## config.mk

```make
export PLATFORM = sky130hd
export DESIGN_NAME = fpu_add_arbiter
export DESIGN_NICKNAME = d
export VERILOG_FILES = /design/src/rtl/fpu_arb_pkg.sv /design/src/rtl/rr_arbiter.sv /design/src/rtl/fpu_add_arbiter.sv
export SDC_FILE = /design/constraint.sdc
export NUM_CORES = 1
export LEC_CHECK = 0
export CORE_AREA = 2 2 166 168
export CTS_CLUSTER_DIAMETER = 80
export DETAILED_ROUTE_END_ITERATION = 6
export DIE_AREA = 0 0 168 170
export GPL_TIMING_DRIVEN = 0
export HOLD_SLACK_MARGIN = 0.03
export PLACE_DENSITY = 0.72
export SLEW_MARGIN = 20
export SYNTH_ARGS = -nofsm -noshare
export SYNTH_HDL_FRONTEND = slang
export SYNTH_SLANG_ARGS = --single-unit
```

## constraint.sdc

```tcl
create_clock -name CLK -period 5.7 [get_ports CLK]
set_clock_uncertainty 0.15 [all_clocks]
set_input_delay 1.71 -clock CLK [delete_from_list [all_inputs] [get_ports CLK]]
set_output_delay 1.71 -clock CLK [all_outputs]
set_load 0.1 [all_outputs]
```

## src/rtl/fpu_arb_pkg.sv

```systemverilog
// Shared FSM state type and constants for the FPU adder request arbiter.
package fpu_arb_pkg;

   typedef enum logic [1:0] {
      IDLE  = 2'd0,
      ISSUE = 2'd1,
      DRAIN = 2'd2
   } arb_state_t;

   localparam logic [2:0] EXC_TIMEOUT = 3'b111;
   localparam int         NREQ_DEF    = 4;
   localparam int         TIMEOUT_DEF = 64;

endpackage

```

## src/rtl/rr_arbiter.sv

```systemverilog
// Round-robin priority picker: first set request at or after ptr, wrapping.
module rr_arbiter import fpu_arb_pkg::*; #(
   parameter int NREQ = NREQ_DEF
) (
   input  logic [NREQ-1:0]         req,
   input  logic [$clog2(NREQ)-1:0] ptr,
   output logic [NREQ-1:0]         grant,
   output logic [$clog2(NREQ)-1:0] idx,
   output logic                    any
);

   localparam int IW = $clog2(NREQ);

   logic [IW:0] slot;

   always_comb begin
      // NOTE: every output gets a default first so no latch is inferred.
      grant = '0;
      idx   = '0;
      any   = 1'b0;
      slot  = '0;
      for (int k = 0; k < NREQ; k++) begin
         // One extra bit lets ptr+k wrap correctly for non-power-of-two NREQ.
         slot = {1'b0, ptr} + (IW+1)'(k);
         if (slot >= (IW+1)'(NREQ)) slot = slot - (IW+1)'(NREQ);
         if (!any && req[slot[IW-1:0]]) begin
            any                  = 1'b1;
            idx                  = slot[IW-1:0];
            grant[slot[IW-1:0]]  = 1'b1;
         end
      end
   end

endmodule

```

## src/rtl/fpu_add_arbiter.sv

```systemverilog
// Round-robin arbiter giving NREQ requesters shared, one-at-a-time access
// to an FPU adder controller, with a watchdog on the controller response.
module fpu_add_arbiter import fpu_arb_pkg::*; #(
   parameter int NREQ    = NREQ_DEF,
   parameter int TIMEOUT = TIMEOUT_DEF
) (
   input  logic                    CLK,
   input  logic                    RST,
   input  logic [NREQ-1:0]         Req_valid,
   output logic [NREQ-1:0]         Req_ready,
   input  logic [NREQ*32-1:0]      Req_data1,
   input  logic [NREQ*32-1:0]      Req_data2,
   input  logic [NREQ*3-1:0]       Req_mode,
   output logic [NREQ-1:0]         Rsp_valid,
   output logic [31:0]             Rsp_data,
   output logic [2:0]              Rsp_exc,
   output logic [$clog2(NREQ)-1:0] Rsp_id,
   output logic                    Busy,
   output logic [31:0]             Datain1,
   output logic [31:0]             Datain2,
   output logic [2:0]              Mode,
   output logic                    Data_valid,
   input  logic [31:0]             Dataout,
   input  logic                    Dataout_valid,
   input  logic [2:0]              Exc
);

   localparam int IW = $clog2(NREQ);
   localparam int WW = $clog2(TIMEOUT + 1);

   arb_state_t      state;
   logic [IW-1:0]   ptr;
   logic [IW-1:0]   cur_idx;
   logic [NREQ-1:0] cur_onehot;
   logic [WW-1:0]   wdog;

   logic [NREQ-1:0] pick_grant;
   logic [IW-1:0]   pick_idx;
   logic            pick_any;
   logic            grant_ok;
   logic [31:0]     sel_d1;
   logic [31:0]     sel_d2;
   logic [2:0]      sel_mode;

   rr_arbiter #(.NREQ(NREQ)) u_rr (
      .req   (Req_valid),
      .ptr   (ptr),
      .grant (pick_grant),
      .idx   (pick_idx),
      .any   (pick_any)
   );

   // A controller still holding Dataout_valid (e.g. after a reset) blocks new grants.
   assign grant_ok  = (state == IDLE) && !Dataout_valid && !RST;
   assign Req_ready = grant_ok ? pick_grant : '0;

   always_comb begin
      sel_d1   = '0;
      sel_d2   = '0;
      sel_mode = '0;
      for (int i = 0; i < NREQ; i++) begin
         if (pick_idx == IW'(i)) begin
            sel_d1   = Req_data1[32*i +: 32];
            sel_d2   = Req_data2[32*i +: 32];
            sel_mode = Req_mode[3*i +: 3];
         end
      end
   end

   // NOTE: all state and registered outputs use non-blocking assignments.
   always_ff @(posedge CLK) begin
      if (RST) begin
         state      <= IDLE;
         ptr        <= '0;
         wdog       <= '0;
         cur_idx    <= '0;
         cur_onehot <= '0;
         Data_valid <= 1'b0;
         Busy       <= 1'b0;
         Rsp_valid  <= '0;
         Rsp_data   <= '0;
         Rsp_exc    <= '0;
         Rsp_id     <= '0;
         Datain1    <= '0;
         Datain2    <= '0;
         Mode       <= '0;
      end else begin
         Rsp_valid <= '0;
         case (state)
            IDLE: begin
               if (grant_ok && pick_any) begin
                  Datain1    <= sel_d1;
                  Datain2    <= sel_d2;
                  Mode       <= sel_mode;
                  cur_idx    <= pick_idx;
                  cur_onehot <= pick_grant;
                  ptr        <= (pick_idx == IW'(NREQ - 1)) ? '0 : pick_idx + 1'b1;
                  wdog       <= '0;
                  Data_valid <= 1'b1;
                  Busy       <= 1'b1;
                  state      <= ISSUE;
               end
            end
            ISSUE: begin
               if (Dataout_valid) begin
                  Rsp_data   <= Dataout;
                  Rsp_exc    <= Exc;
                  Rsp_id     <= cur_idx;
                  Rsp_valid  <= cur_onehot;
                  Data_valid <= 1'b0;
                  state      <= DRAIN;
               end else if (wdog == WW'(TIMEOUT - 1)) begin
                  // TIMEOUT full cycles in ISSUE with no answer: fail the request.
                  Rsp_data   <= '0;
                  Rsp_exc    <= EXC_TIMEOUT;
                  Rsp_id     <= cur_idx;
                  Rsp_valid  <= cur_onehot;
                  Data_valid <= 1'b0;
                  state      <= DRAIN;
               end else begin
                  wdog <= wdog + 1'b1;
               end
            end
            DRAIN: begin
               if (!Dataout_valid) begin
                  Busy  <= 1'b0;
                  state <= IDLE;
               end
            end
            default: state <= IDLE;
         endcase
      end
   end

endmodule

```

# Yosys cells after proc, flatten, opt, wreduce, memory -nomap -nowiden
# Index checks and enable logic that the tools add are counted.
[word_totals]
regBits = 127
input_bits = 310
out_inout_bits = 114
wordCells = 146
[op_classes]
n_addsub = 9
order_cmp = 12
eq_ne = 11
mux = 69
bitwise_logic = 4
n_reduce_logical = 27
[ops]
columns = ["cell", "count"]
rows = [
  ["$mux W32", 10],
  ["$mux W2", 15],
  ["$mux W4", 7],
  ["$mux W7", 3],
  ["$mux W3", 6],
  ["$mux W1", 16],
  ["$pmux W7 S2", 1],
  ["$lt A2 B3 Y1 const B", 4],
  ["$or A4 B4 Y4", 3],
  ["$logic_and A1 B1 Y1", 10],
  ["$ge A3 B3 Y1 const B", 3],
  ["$reduce_and A3 Y1", 3],
  ["$bmux W1 S2", 4],
  ["$demux W1 S2", 4],
  ["$ge A2 B1 Y1 const B", 4],
  ["$sub A2 B1 Y2 const B", 4],
  ["$add A7 B1 Y7 const B", 1],
  ["$eq A7 B6 Y1 const B", 1],
  ["$add A2 B2 Y3 const B", 2],
  ["$eq A2 B2 Y1 const B", 3],
  ["$ne A2 B2 Y1 const B", 3],
  ["$pmux W2 S3", 1],
  ["$reduce_bool A2 Y1", 3],
  ["$logic_not A1 Y1", 5],
  ["other kinds (12)", 16],
]

# Depth between registers and ports, before layout
[depth]
word_depth = 19
depth_mapped = 18
depth_no_buf = 13

# Hierarchy
# From an unflattened synthesis, not the netlist that was laid out.
[unflattened]
hier_cells = 792
area_unflattened_um2 = 6775.2
[by_module_without_submodules]
columns = ["mod", "n_inst", "cells_each", "area_per_inst_um2", "seq_area_each_um2"]
rows = [
  ["fpu_add_arbiter", 1, 747, 6353.6, 2542.4],
  ["rr_arbiter", 1, 45, 421.7, 0.0],
]

# Worst setup path before layout
# OpenSTA, ideal clock, no wires.
[synth_timing]
kind = "input to output"
start = "in Req_valid[2]"
end = "out Req_ready[0]"
arrival_ps = 3594
required_time_ps = 3840
setup_slack_ps = 246
stages = 5
path_buffers = 1
path_cell_list = "mux4_2 > buf_2 > nor3_1 > and3_1 > a32o_1"
[synth_via]
elab_chain_len = 13
word_cells_on_any_way = 25
classes_between = "mux: 16; bitwise: 3; reduce/logical: 6"
[synth_rtl]
columns = ["item", "line_no", "rtl"]
rows = [
  ["start: declaration", "fpu_add_arbiter.sv:9", "input logic [NREQ-1:0] Req_valid,"],
  ["$bmux W1 S2", "rr_arbiter.sv:26", "if (!any && req[slot[IW-1:0]]) begin"],
  ["$mux W1 (implied by the code)", "rr_arbiter.sv:26", ""],
  ["$mux W1", "rr_arbiter.sv:26", ""],
  ["$logic_not A1 Y1", "rr_arbiter.sv:26", ""],
  ["$logic_and A1 B1 Y1", "rr_arbiter.sv:26", ""],
  ["$mux W1", "rr_arbiter.sv:26", ""],
  ["$logic_not A1 Y1", "rr_arbiter.sv:26", ""],
  ["$logic_and A1 B1 Y1", "rr_arbiter.sv:26", ""],
  ["$mux W1", "rr_arbiter.sv:26", ""],
  ["$logic_not A1 Y1", "rr_arbiter.sv:26", ""],
  ["$logic_and A1 B1 Y1", "rr_arbiter.sv:26", ""],
  ["$mux W4 *", "rr_arbiter.sv:26", ""],
  ["$mux W4 *", "fpu_add_arbiter.sv:55", "assign Req_ready = grant_ok ? pick_grant : '0;"],
  ["end: declaration", "fpu_add_arbiter.sv:10", "output logic [NREQ-1:0] Req_ready,"],
]
# Mark *: on every way between the ends. The rest lies on a longest branch, timed or not. The select of a mux whose other input is x is not followed.

# Worst setup path in the final report
[layout_timing]
start = "in Req_valid[3]"
end = "out Req_ready[1]"
# Same word-level chain as after synthesis.

==> out/results.tsv <==
stage	metric	value	unit
global_routing	first-pass GRT wire length	49400	um
yosys	library cells used by synthesis	47	
critical_path	Crit-path slowest cell	mux4_2	
sta	worst-margin pin slew	1100	ps
placed_design	HPWL Detailed	26400	um
clocking	CTS root buf	clkbuf_16	
critical_path	WP buf/inv	3	
pwr	Leak	4.30	nW
clocking	Clock Tree Buf Depth	2	
yosys	Post-synth EDFFs	0	
floorplan	Row Count	60	
pwr	Sw Share	53.3	%
worst_hold_path	Min-Delay Path Class	register to register	
critical_path	WS Path Type	input pin to primary output	
yosys	synthesized cell area	7010	um^2
clocking	clk_lat worst skew	410	ps
global_routing	vias in the first global route	8367	
final_layout	final core occ	46.1	%
clocking	clock sink count	127	
clocking	TritonCTS clock tree	done	
route	DR DRC count	0	
yosys	Post-Synthesis Cells	803	
sta	Max Slew Vio Count	0	
final_layout	share of layout cells above drive strength 1	11.6	%
sta	post-layout min period	5640	ps
yosys	Post-synth top flop	dfxtp_1	
clocking	Worst-path clk slew	60	ps
clocking	Post-CTS Setup Bufs	0	
critical_path	crit-path leading delay family	buffers and inverters	
floorplan	Core Region	26700	um^2
yosys	Seq cells post-synth	127	
yosys	Syn. warnings	0	
global_routing	pin count of the biggest net entering global routing	17	
route	final WL	33600	um
yosys	Seq/Total Area, Yosys	36.3	%
final_layout	area delta synth->final	75.3	%
pwr	power share of the sequential group	16.5	%
pwr	VDD IR-drop max	0.255	mV
route	First-pass DRT Iterations	5	
yosys	syn_nets	1125	
sta	PnR worst setup slack	63.9	ps
sta	slew margin rel.	26.3	%
run	maxcap violations	0	
floorplan	Starting Density	26.3	%
critical_path	Worst EP required	3840	ps
critical_path	worst path cell trace	clkdlybuf4s50_1 -> mux4_2 -> clkbuf_2 -> a221o_1 -> a32o_2 -> buf_12	
floorplan	# IOs	424	
critical_path	Crit. End Element	primary output	
route	via/cell ratio	5.09	
run_status	status	finished, final reports clean	
pwr	pwr dens	550	nW/um^2
route	drt first-iter violations	504	
sta	Max Clk Rate	0.177	GHz
global_routing	initial antenna violation count	2	
global_routing	GRT Util Overall	22.9	%
route	DR vias	8133	
pwr	combinational fraction of design power	68.6	%
critical_path	slowest stage delay, CP	580	ps
pwr	P_int	3.16	mW
critical_path	critical path peak fanout	10	
yosys	Syn Area/Cell	8.73	um^2
route	Avg WL per Cell	21.0	um
critical_path	critical path launch point type	input pin	
final_layout	Final #Nets	1564	
yosys	async set-reset flop share out of synthesis	0	%
clocking	htree depth	4	
sta	Final period util	98.9	%
pwr	clock share of power	15.0	%
route	final antenna-violating net count	0	
sta	# setup viols final	0	
pwr	sw power	3.60	mW
floorplan	die area	28600	um^2
clocking	Num CTS Buffers	17	
global_routing	grt ovf	0	
floorplan	die width	168	um
critical_path	CP arrival	3780	ps
floorplan	die span in y	170	um
sta	Fin. Hold Viols	0	
placed_design	Post-Place Worst Slack	-967	ps
sta	unrepaired setup endpoints after global routing	yes	
placed_design	gpl congestion	0.945	
placed_design	IO buf count	422	
cell usage in the layout, fill, tap and decap left out, drive strengths merged, types with 5 or more instances in the layout:
| cell | synthesis | layout |
|---|---|---|
| clkdlybuf4s50 | 0 | 415 |
| dfxtp | 127 | 127 |
| nor3 | 123 | 123 |
| nor2 | 95 | 95 |
| clkbuf | 62 | 80 |
| a221oi | 71 | 71 |
| nor2b | 69 | 69 |
| a211oi | 55 | 55 |
| a22oi | 33 | 33 |
| buf | 22 | 26 |
| a21oi | 25 | 25 |
| nand2 | 19 | 19 |
| o21ai | 18 | 18 |
| inv | 12 | 14 |
| ha | 12 | 12 |
| and2 | 6 | 6 |
| nand2b | 6 | 6 |
| clkinv | 0 | 5 |
cells in the mapped netlist, types with 4 or more instances:
cell type | n | area [um^2]
buf_1 | 6 | 22.5
mux4_2 | 4 | 90.1
nor3_2 | 51 | 510
nand3b_1 | 4 | 30.0
nor3_1 | 72 | 360
a21o_1 | 4 | 30.0
nor2b_1 | 69 | 432
a211oi_2 | 11 | 138
a21oi_1 | 25 | 125
inv_1 | 12 | 45.0
a221oi_1 | 71 | 622
nor2_1 | 93 | 349
dfxtp_1 | 127 | 2540
a211oi_1 | 44 | 330
nand2_1 | 19 | 71.3
a221o_1 | 4 | 40.0
clkbuf_1 | 62 | 233
buf_2 | 5 | 25.0
a22oi_1 | 33 | 248
a32o_1 | 4 | 40.0
o21ai_0 | 18 | 90.1
ha_1 | 12 | 150
buf_6 | 9 | 101
nand2b_1 | 6 | 37.5
and2_1 | 6 | 37.5
metrics by stage:
step	cell area (um^2)	cells	total power [mW]	hold slack [ps]	setup TNS [ps]
6_report	12300	1597	6.76	292	0
5_1_grt	12300	1597	7.16	311	-6.49
4_1_cts	12200	1595	6.76	296	0
3_5_place_dp	11700	1566	5.70	283	-47560
3_3_place_gp	11700	1566	5.68	275	-42760
2_1_floorplan	7010	803	4.24	268	0
metal layers:
| metal | up-vias | wire, um | global-route usage [%] |
|---|---|---|---|
| met3 | 55 | 2550 | 5.53 |
| li1 | 3882 | - | - |
| met5 | - | 0 | 0 |
| met2 | 375 | 16000 | 39.6 |
| met1 | 3821 | 14000 | 27.5 |
| met4 | 0 | 1010 | 8.58 |
power groups by stage:
| stage | sequential (mW) | clock (mW) | combinational, mW |
|---|---|---|---|
| final | 1.11 | 1.01 | 4.64 |
| after global routing | 1.13 | 1.08 | 4.95 |
| after CTS | 1.11 | 1.04 | 4.61 |
| after detailed placement | 1.13 | 0 | 4.57 |
| after global placement | 1.13 | 0 | 4.55 |
| after floorplan | 1.94 | 0 | 2.31 |
final cells by class:
cell class,instances,area (um^2)
inverters,12,45.0
plain buffers,82,402
clock buffers,20,457
clock inverters,11,83.8
fillers,2587,14400
well taps,341,427
multi-input cells,580,4050
repair buffers,422,4270
diodes,2,5.00
flip-flops and latches,127,2540
registers in the layout, indices dropped and copies added, names as in the netlist, 2 cells and up:
register and cells:
Datain2 32, Rsp_exc 3, cur_onehot 4, state 2, Rsp_valid 4, cur_idx 2, wdog 7, ptr 2
Rsp_id 2, Datain1 32, Mode 3, Rsp_data 32
repair_timing:
action | in CTS | in global routing
hold buffers | 0 | 0
resized for setup | 45 | 18
pin swaps | 1 | 0
endpoints found under the setup margin | 66 | 53
final timing paths:
path / from / to / slack (ps) / cells past startpoint
setup / recovery: Req_valid[3] / Req_ready[1] / 60 / 6
hold / removal: cur_onehot[3] / cur_onehot[3] / 290 / 1
setup reg to reg: ptr[0] / Datain1[10] / 1050 / 17
hold reg to reg: cur_onehot[3] / cur_onehot[3] / 290 / 1
cells by family after synthesis:
family / Yosys count / synth area share, %
AOI/OAI and AO/OA: 224 / 25.2
xor gates and xnor gates: 2 / 0.250
adders and majority gates: 12 / 2.14
buffers and inverters: 96 / 6.30
DFF: 127 / 36.3
muxes: 9 / 2.04
and+or+nand+nor: 333 / 27.8
Power figures use the tool's default switching activity.
